`src/rtl/game_master_fsm_multi_target.sv`:
```
// Game master for N target sprites and one torpedo: shot budget, hit mask, saturating score.
// Optional: GAME_MASTER_FIRST_SHOT_BONUS_EN doubles the points of hits made with the round's first torpedo.
module game_master_fsm_multi_target #(
   parameter int N_TARGETS = 2,
   parameter int N_SHOTS   = 3,
   parameter int SCORE_W   = 8
) (
   input  logic                 clk,
   input  logic                 reset_n,
   input  logic                 key,
   output logic [N_TARGETS-1:0] sprite_target_write_xy,
   output logic [N_TARGETS-1:0] sprite_target_write_dxy,
   output logic [N_TARGETS-1:0] sprite_target_enable_update,
   output logic                 sprite_torpedo_write_xy,
   output logic                 sprite_torpedo_write_dxy,
   output logic                 sprite_torpedo_enable_update,
   input  logic [N_TARGETS-1:0] sprite_target_within_screen,
   input  logic                 sprite_torpedo_within_screen,
   input  logic [N_TARGETS-1:0] collision,
   output logic                 end_of_game_timer_start,
   input  logic                 end_of_game_timer_running,
   output logic                 game_won,
   output logic [N_TARGETS-1:0] hit_mask,
   output logic [3:0]           shots_left,
   output logic [SCORE_W-1:0]   score
);
   typedef enum logic [4:0] {
      S_START  = 5'b00001,
      S_AIM    = 5'b00010,
      S_SHOOT  = 5'b00100,
      S_RELOAD = 5'b01000,
      S_END    = 5'b10000
   } state_t;

   state_t               r_state, w_nxt;
   logic                 r_key_prev, r_init;
   logic [N_TARGETS-1:0] w_alive, w_new_hit, w_hit_upd, w_hit_nxt;
   logic                 w_fire, w_lost, w_all_hit;
   logic [3:0]           w_cnt;
   logic [4:0]           w_add;
   logic [SCORE_W+4:0]   w_sum;
   logic [SCORE_W-1:0]   w_score_upd;

   function automatic logic [3:0] popcnt(input logic [N_TARGETS-1:0] v);
      popcnt = '0;
      for (int i = 0; i < N_TARGETS; i++) popcnt = popcnt + 4'(v[i]);
   endfunction

   assign w_fire      = key & ~r_key_prev;
   assign w_alive     = ~hit_mask;
   assign w_new_hit   = collision & w_alive;
   assign w_lost      = |(w_alive & ~sprite_target_within_screen & ~w_new_hit);
   assign w_hit_upd   = hit_mask | w_new_hit;
   assign w_all_hit   = &w_hit_upd;
   assign w_hit_nxt   = (r_state == S_SHOOT) ? w_hit_upd : hit_mask;
   assign w_cnt       = popcnt(w_new_hit);
`ifdef GAME_MASTER_FIRST_SHOT_BONUS_EN
   assign w_add = (shots_left == 4'(N_SHOTS - 1)) ? {w_cnt, 1'b0} : {1'b0, w_cnt};
`else
   assign w_add = {1'b0, w_cnt};
`endif
   assign w_sum       = (SCORE_W+5)'(score) + (SCORE_W+5)'(w_add);
   assign w_score_upd = (|w_sum[SCORE_W+4:SCORE_W]) ? '1 : w_sum[SCORE_W-1:0];

   // r_init holds off the first START cycle so the load pulses are seen after reset.
   always_comb begin
      w_nxt = r_state;
      case (r_state)
         S_START:  w_nxt = r_init ? S_AIM : S_START;
         S_AIM: begin
            if (w_lost)                             w_nxt = S_END;
            else if (w_fire && (shots_left != 4'd0)) w_nxt = S_SHOOT;
         end
         S_SHOOT: begin
            if (w_all_hit)                                     w_nxt = S_END;
            else if (w_lost)                                   w_nxt = S_END;
            else if ((|w_new_hit) || !sprite_torpedo_within_screen) w_nxt = S_RELOAD;
         end
         S_RELOAD: w_nxt = (shots_left != 4'd0) ? S_AIM : S_END;
         // timer_start is high only in the first END cycle, so it doubles as that marker
         S_END:    if (!end_of_game_timer_start && !end_of_game_timer_running) w_nxt = S_START;
         default:  w_nxt = S_START;
      endcase
   end

   always_ff @(posedge clk or negedge reset_n) begin
      if (!reset_n) begin
         r_state                      <= S_START;
         r_key_prev                   <= 1'b0;
         r_init                       <= 1'b0;
         sprite_target_write_xy       <= '0;
         sprite_target_write_dxy      <= '0;
         sprite_target_enable_update  <= '0;
         sprite_torpedo_write_xy      <= 1'b0;
         sprite_torpedo_write_dxy     <= 1'b0;
         sprite_torpedo_enable_update <= 1'b0;
         end_of_game_timer_start      <= 1'b0;
         game_won                     <= 1'b0;
         hit_mask                     <= '0;
         shots_left                   <= '0;
         score                        <= '0;
      end else begin
         r_state                      <= w_nxt;
         r_key_prev                   <= key;
         r_init                       <= 1'b1;
         sprite_target_write_xy       <= '0;
         sprite_target_write_dxy      <= '0;
         sprite_target_enable_update  <= '0;
         sprite_torpedo_write_xy      <= 1'b0;
         sprite_torpedo_write_dxy     <= 1'b0;
         sprite_torpedo_enable_update <= 1'b0;
         end_of_game_timer_start      <= 1'b0;
         if (r_state == S_SHOOT) begin
            hit_mask <= w_hit_upd;
            score    <= w_score_upd;
         end
         case (w_nxt)
            S_START: begin
               sprite_target_write_xy  <= '1;
               sprite_target_write_dxy <= '1;
               sprite_torpedo_write_xy <= 1'b1;
               shots_left              <= 4'(N_SHOTS);
               hit_mask                <= '0;
               game_won                <= 1'b0;
            end
            S_AIM: sprite_target_enable_update <= ~w_hit_nxt;
            S_SHOOT: begin
               sprite_target_enable_update  <= ~w_hit_nxt;
               sprite_torpedo_enable_update <= 1'b1;
               if (r_state != S_SHOOT) begin
                  sprite_torpedo_write_dxy <= 1'b1;
                  shots_left               <= shots_left - 4'd1;
               end
            end
            S_RELOAD: begin
               sprite_torpedo_write_xy     <= 1'b1;
               sprite_target_enable_update <= ~w_hit_nxt;
            end
            S_END: begin
               if (r_state != S_END) end_of_game_timer_start <= 1'b1;
               if ((r_state == S_SHOOT) && w_all_hit) game_won <= 1'b1;
            end
            default: ;
         endcase
      end
   end
endmodule

```
`config.mk`:
```
export PLATFORM = sky130hd
export DESIGN_NAME = game_master_fsm_multi_target
export DESIGN_NICKNAME = d
export VERILOG_FILES = /design/src/rtl/game_master_fsm_multi_target.sv
export SDC_FILE = /design/constraint.sdc
export NUM_CORES = 1
export LEC_CHECK = 0
export ABC_AREA = 1
export CORE_ASPECT_RATIO = 0.8
export CORE_MARGIN = 2
export CORE_UTILIZATION = 25
export DETAILED_ROUTE_END_ITERATION = 16
export MAX_ROUTING_LAYER = met4
export PLACE_DENSITY = 0.45
export SLEW_MARGIN = 20
export SYNTH_ARGS = -nofsm -noshare
export SYNTH_HDL_FRONTEND = slang
export SYNTH_SLANG_ARGS = --single-unit
```
`constraint.sdc`:
```
create_clock -name clk -period 2.22 [get_ports clk]
set_input_delay 0.555 -clock clk [delete_from_list [all_inputs] [get_ports clk]]
set_output_delay 0.555 -clock clk [all_outputs]
set_load 0.005 [all_outputs]
```
==> results_dict.tcl <==
set metrics [dict create \
    end_kind "flop" \
    finalWirelength_um 3620 \
    clkTransAtPathRegs_ps 70 \
    reg2reg_to "score[6]$_DFFE_PN0N_" \
    ios 34 \
    cp-endpoint "score[6]$_DFFE_PN0N_" \
    synth_xor_xnor_area_share 0.0215 \
    clk-insertion-delay-late_ps 280 \
    yosys.area_share.simple 0.365 \
    hold_ws_ps 513 \
    std_cell_rows 26 \
    antenna_cells 0 \
    fin_crit_sh 0.818 \
    grt_pass1_vias 1300 \
    route.detailed.drc 0 \
    hold_buffers 0 \
    cts_resized 0 \
    criticalPathCategory "primary input to flop" \
    outcome "finished clean" \
    die_h_um 76.1 \
    hold_path_class "flop to flop" \
    power.density_mw_per_mm2 884 \
    ys_ff_latch 29 \
    finClkSkew_ps 4.88 \
    leakage_nw 1.07 \
    yosysTopAreaCell "dfrtp_1" \
    post_drt_wl_per_cell_um 11.4 \
    dr.first_iter.drc_count 37 \
    finalMaxSlewViolations 0 \
    ff2ff_path_depth 13 \
    rsz0062_at_grt "no" \
    n_fill_cell 665 \
    yosysSeqAreaShare 0.447 \
    grt_pass1_wl_um 6410 \
    postLayoutCoreUtil 0.350 \
    cp_data_arrival_time_ps 2030 \
    die_w_um 94.2 \
    synth.distinct_cells 33 \
    yosysWarningCount 0 \
    portBuffers 33 \
    drive_gt1_frac 0.190 \
    critPathRequiredTime_ps 2430 \
    start_util 0.256 \
    r2r-start "hit_mask[0]$_DFF_PN0_" \
    stdcell_count 316 \
    root_buffer "clkbuf_8" \
    drtAntennaViolNets 0 \
    place_area_sq_mm 0.00209 \
    grt_max_degree 30 \
    fin_crit_ps 1820 \
    ys_top_cells_by_area "dfrtp_1 43%, nand2_1 8.1%, inv_1 5.8%" \
    overflow 0 \
    antenna_found_initial 0 \
    nNetsFinal 243 \
    track_usage 0.119 \
    critPathMaxFanout 3 \
    start_kind "primary input" \
    htreeDepth 2 \
    drtPass1Iterations 4 \
    post-cts-setup-buffers 0 \
    areaGrowthSynthToFinish_pct 36.3 \
    vias_per_cell 4.15 \
    syn_nets 199 \
    synth_flop_cell "dfrtp_1" \
    placedCellCount 308 \
    async_flop_share 1.00 \
    crit_start "collision[1]" \
    syn_avg_cell_area_sq_um 8.70 \
    setup_viol_count_final 0 \
    synth_area_sq_mm 0.00163 \
    postLayoutCellArea_sq_mm 0.00222 \
    core_sq_mm 0.00634 \
    clock.fmax_mhz 551 \
    dieArea_sq_mm 0.00717 \
    syn_inst 187 \
    clkSinkCount 29 \
    clk_path_buf_depth 2 \
    ff2ff_setup_slack_ps 410 \
    maxCapViolCount 0 \
    cts_made_buffers 5 \
    synth_fa_ha_area_frac 0.0231 \
    synth_compound_area_frac 0.0608 \
    muxShareOfSynthArea 0 \
    tritoncts "done" \
    place_hpwl_um 2670 \
    hold_violations 0 \
    synth_top_family_by_area "simple AND/OR/NAND/NOR gates" \
    vias 1312 \
    gp_congestion 0.813 \
    ir_drop_uv 231 \
    synth-edff-count 0 \
    synth_top_cell_area_share 0.431 \
]
how the worst min path moves through the flow:
stage,start,to,slack (ps),cells after the start
global placement,game_won$_DFFE_PN0P_,game_won$_DFFE_PN0P_,500,2
CTS,game_won$_DFFE_PN0P_,game_won$_DFFE_PN0P_,520,2
global route,game_won$_DFFE_PN0P_,game_won$_DFFE_PN0P_,540,2
finish,game_won$_DFFE_PN0P_,game_won$_DFFE_PN0P_,510,2
floorplan,reset_n,end_of_game_timer_start$_DFF_PN0_,260,0
detailed placement,game_won$_DFFE_PN0P_,game_won$_DFFE_PN0P_,510,2
sequential cells by signal, summed over array words and instances (netlist names):
| name | cells |
|---|---|
| score | 8 |
| r_state | 5 |
| shots_left | 4 |
| hit_mask | 2 |
| sprite_target_enable_update | 2 |
| end_of_game_timer_start | 1 |
| game_won | 1 |
| r_init | 1 |
| r_key_prev | 1 |
| sprite_target_write_dxy | 1 |
| sprite_torpedo_enable_update | 1 |
| sprite_torpedo_write_dxy | 1 |
| sprite_torpedo_write_xy | 1 |
critical path: stages:
cell,delay (ps)
clkdlybuf4s50_1,470
nand2_1,120
o21bai_4,180
ha_4,140
inv_1,50
nor2_4,120
nand4_2,140
nor2_2,110
nor2_1,50
nor2_1,90
cells in the final DEF, fill, tap and decap left out, types with 2 or more instances in the layout:
master / netlist / routed
a21oi_1: 3 / 3
inv_2: 3 / 4
o21ai_1: 2 / 2
xor2_1: 2 / 2
nand2_4: 3 / 3
nand3_1: 14 / 14
nor2_2: 4 / 5
nand4_1: 9 / 9
o21bai_1: 2 / 2
nand2_1: 35 / 35
nand3_4: 3 / 3
xnor2_1: 2 / 2
clkdlybuf4s50_1: 0 / 32
nor2_1: 23 / 22
clkbuf_1: 0 / 2
clkbuf_8: 0 / 6
ha_4: 0 / 2
nor2_4: 4 / 4
inv_1: 25 / 24
dfrtp_1: 28 / 28
o21ai_0: 4 / 4
buf_4: 3 / 7
layer usage:
| layer | vias to the layer above | routed length, um | track usage |
|---|---|---|---|
| li1 | 684 | - | - |
| met1 | 597 | 1930 | 0.172 |
| met2 | 27 | 1470 | 0.152 |
| met3 | 4 | 154 | 0.0307 |
| met4 | 0 | 63 | 0.0551 |
| met5 | - | 0 | - |
where the power goes:
group	leakage, nW	total [W]	switching (W)	internal (W)
clock	0.0455	0.000459	0.000207	0.000253
sequential	0.371	0.000727	0.0000911	0.000636
combinational	0.652	0.000773	0.000396	0.000377
logic make-up after synthesis:
group | Yosys count
simple gates | 104
buf+inv | 32
flops | 29
compound gates | 14
xor+xnor | 4
fa+ha+maj | 3
other cells | 1
layout make-up:
type / count / area (sq um) / share of cell area
Clock buffer: 8 / 90.1 / 0.0406
Inverter: 29 / 109 / 0.0491
Multi-Input combinational cell: 126 / 801 / 0.361
Sequential cell: 29 / 727 / 0.328
Tap cell: 84 / 105 / 0.0474
Timing Repair Buffer: 40 / 385 / 0.174
per-stage QoR:
stage	total power, W	worst slack [ps]	TNS [ps]
2_1_floorplan	0.00118	250	0
3_3_place_gp	0.00150	-208	-1470
3_5_place_dp	0.00150	-247	-1720
4_1_cts	0.00197	49.2	0
5_1_grt	0.00212	226	0
6_report	0.00196	404	0
synth_stat cells (2+ instances only):
master	count
dfrtp_1	28
ha_1	3
xnor2_1	2
nand2_1	35
buf_4	3
nand2_4	3
inv_2	3
nor2_1	23
o21bai_1	2
inv_1	25
nor2_4	4
a21oi_1	3
o21ai_1	2
nand4_1	9
o21ai_0	4
nor3_1	2
nand3_1	14
nor2_2	4
nand3_4	3
xor2_1	2
Power figures use the tool's default switching activity.
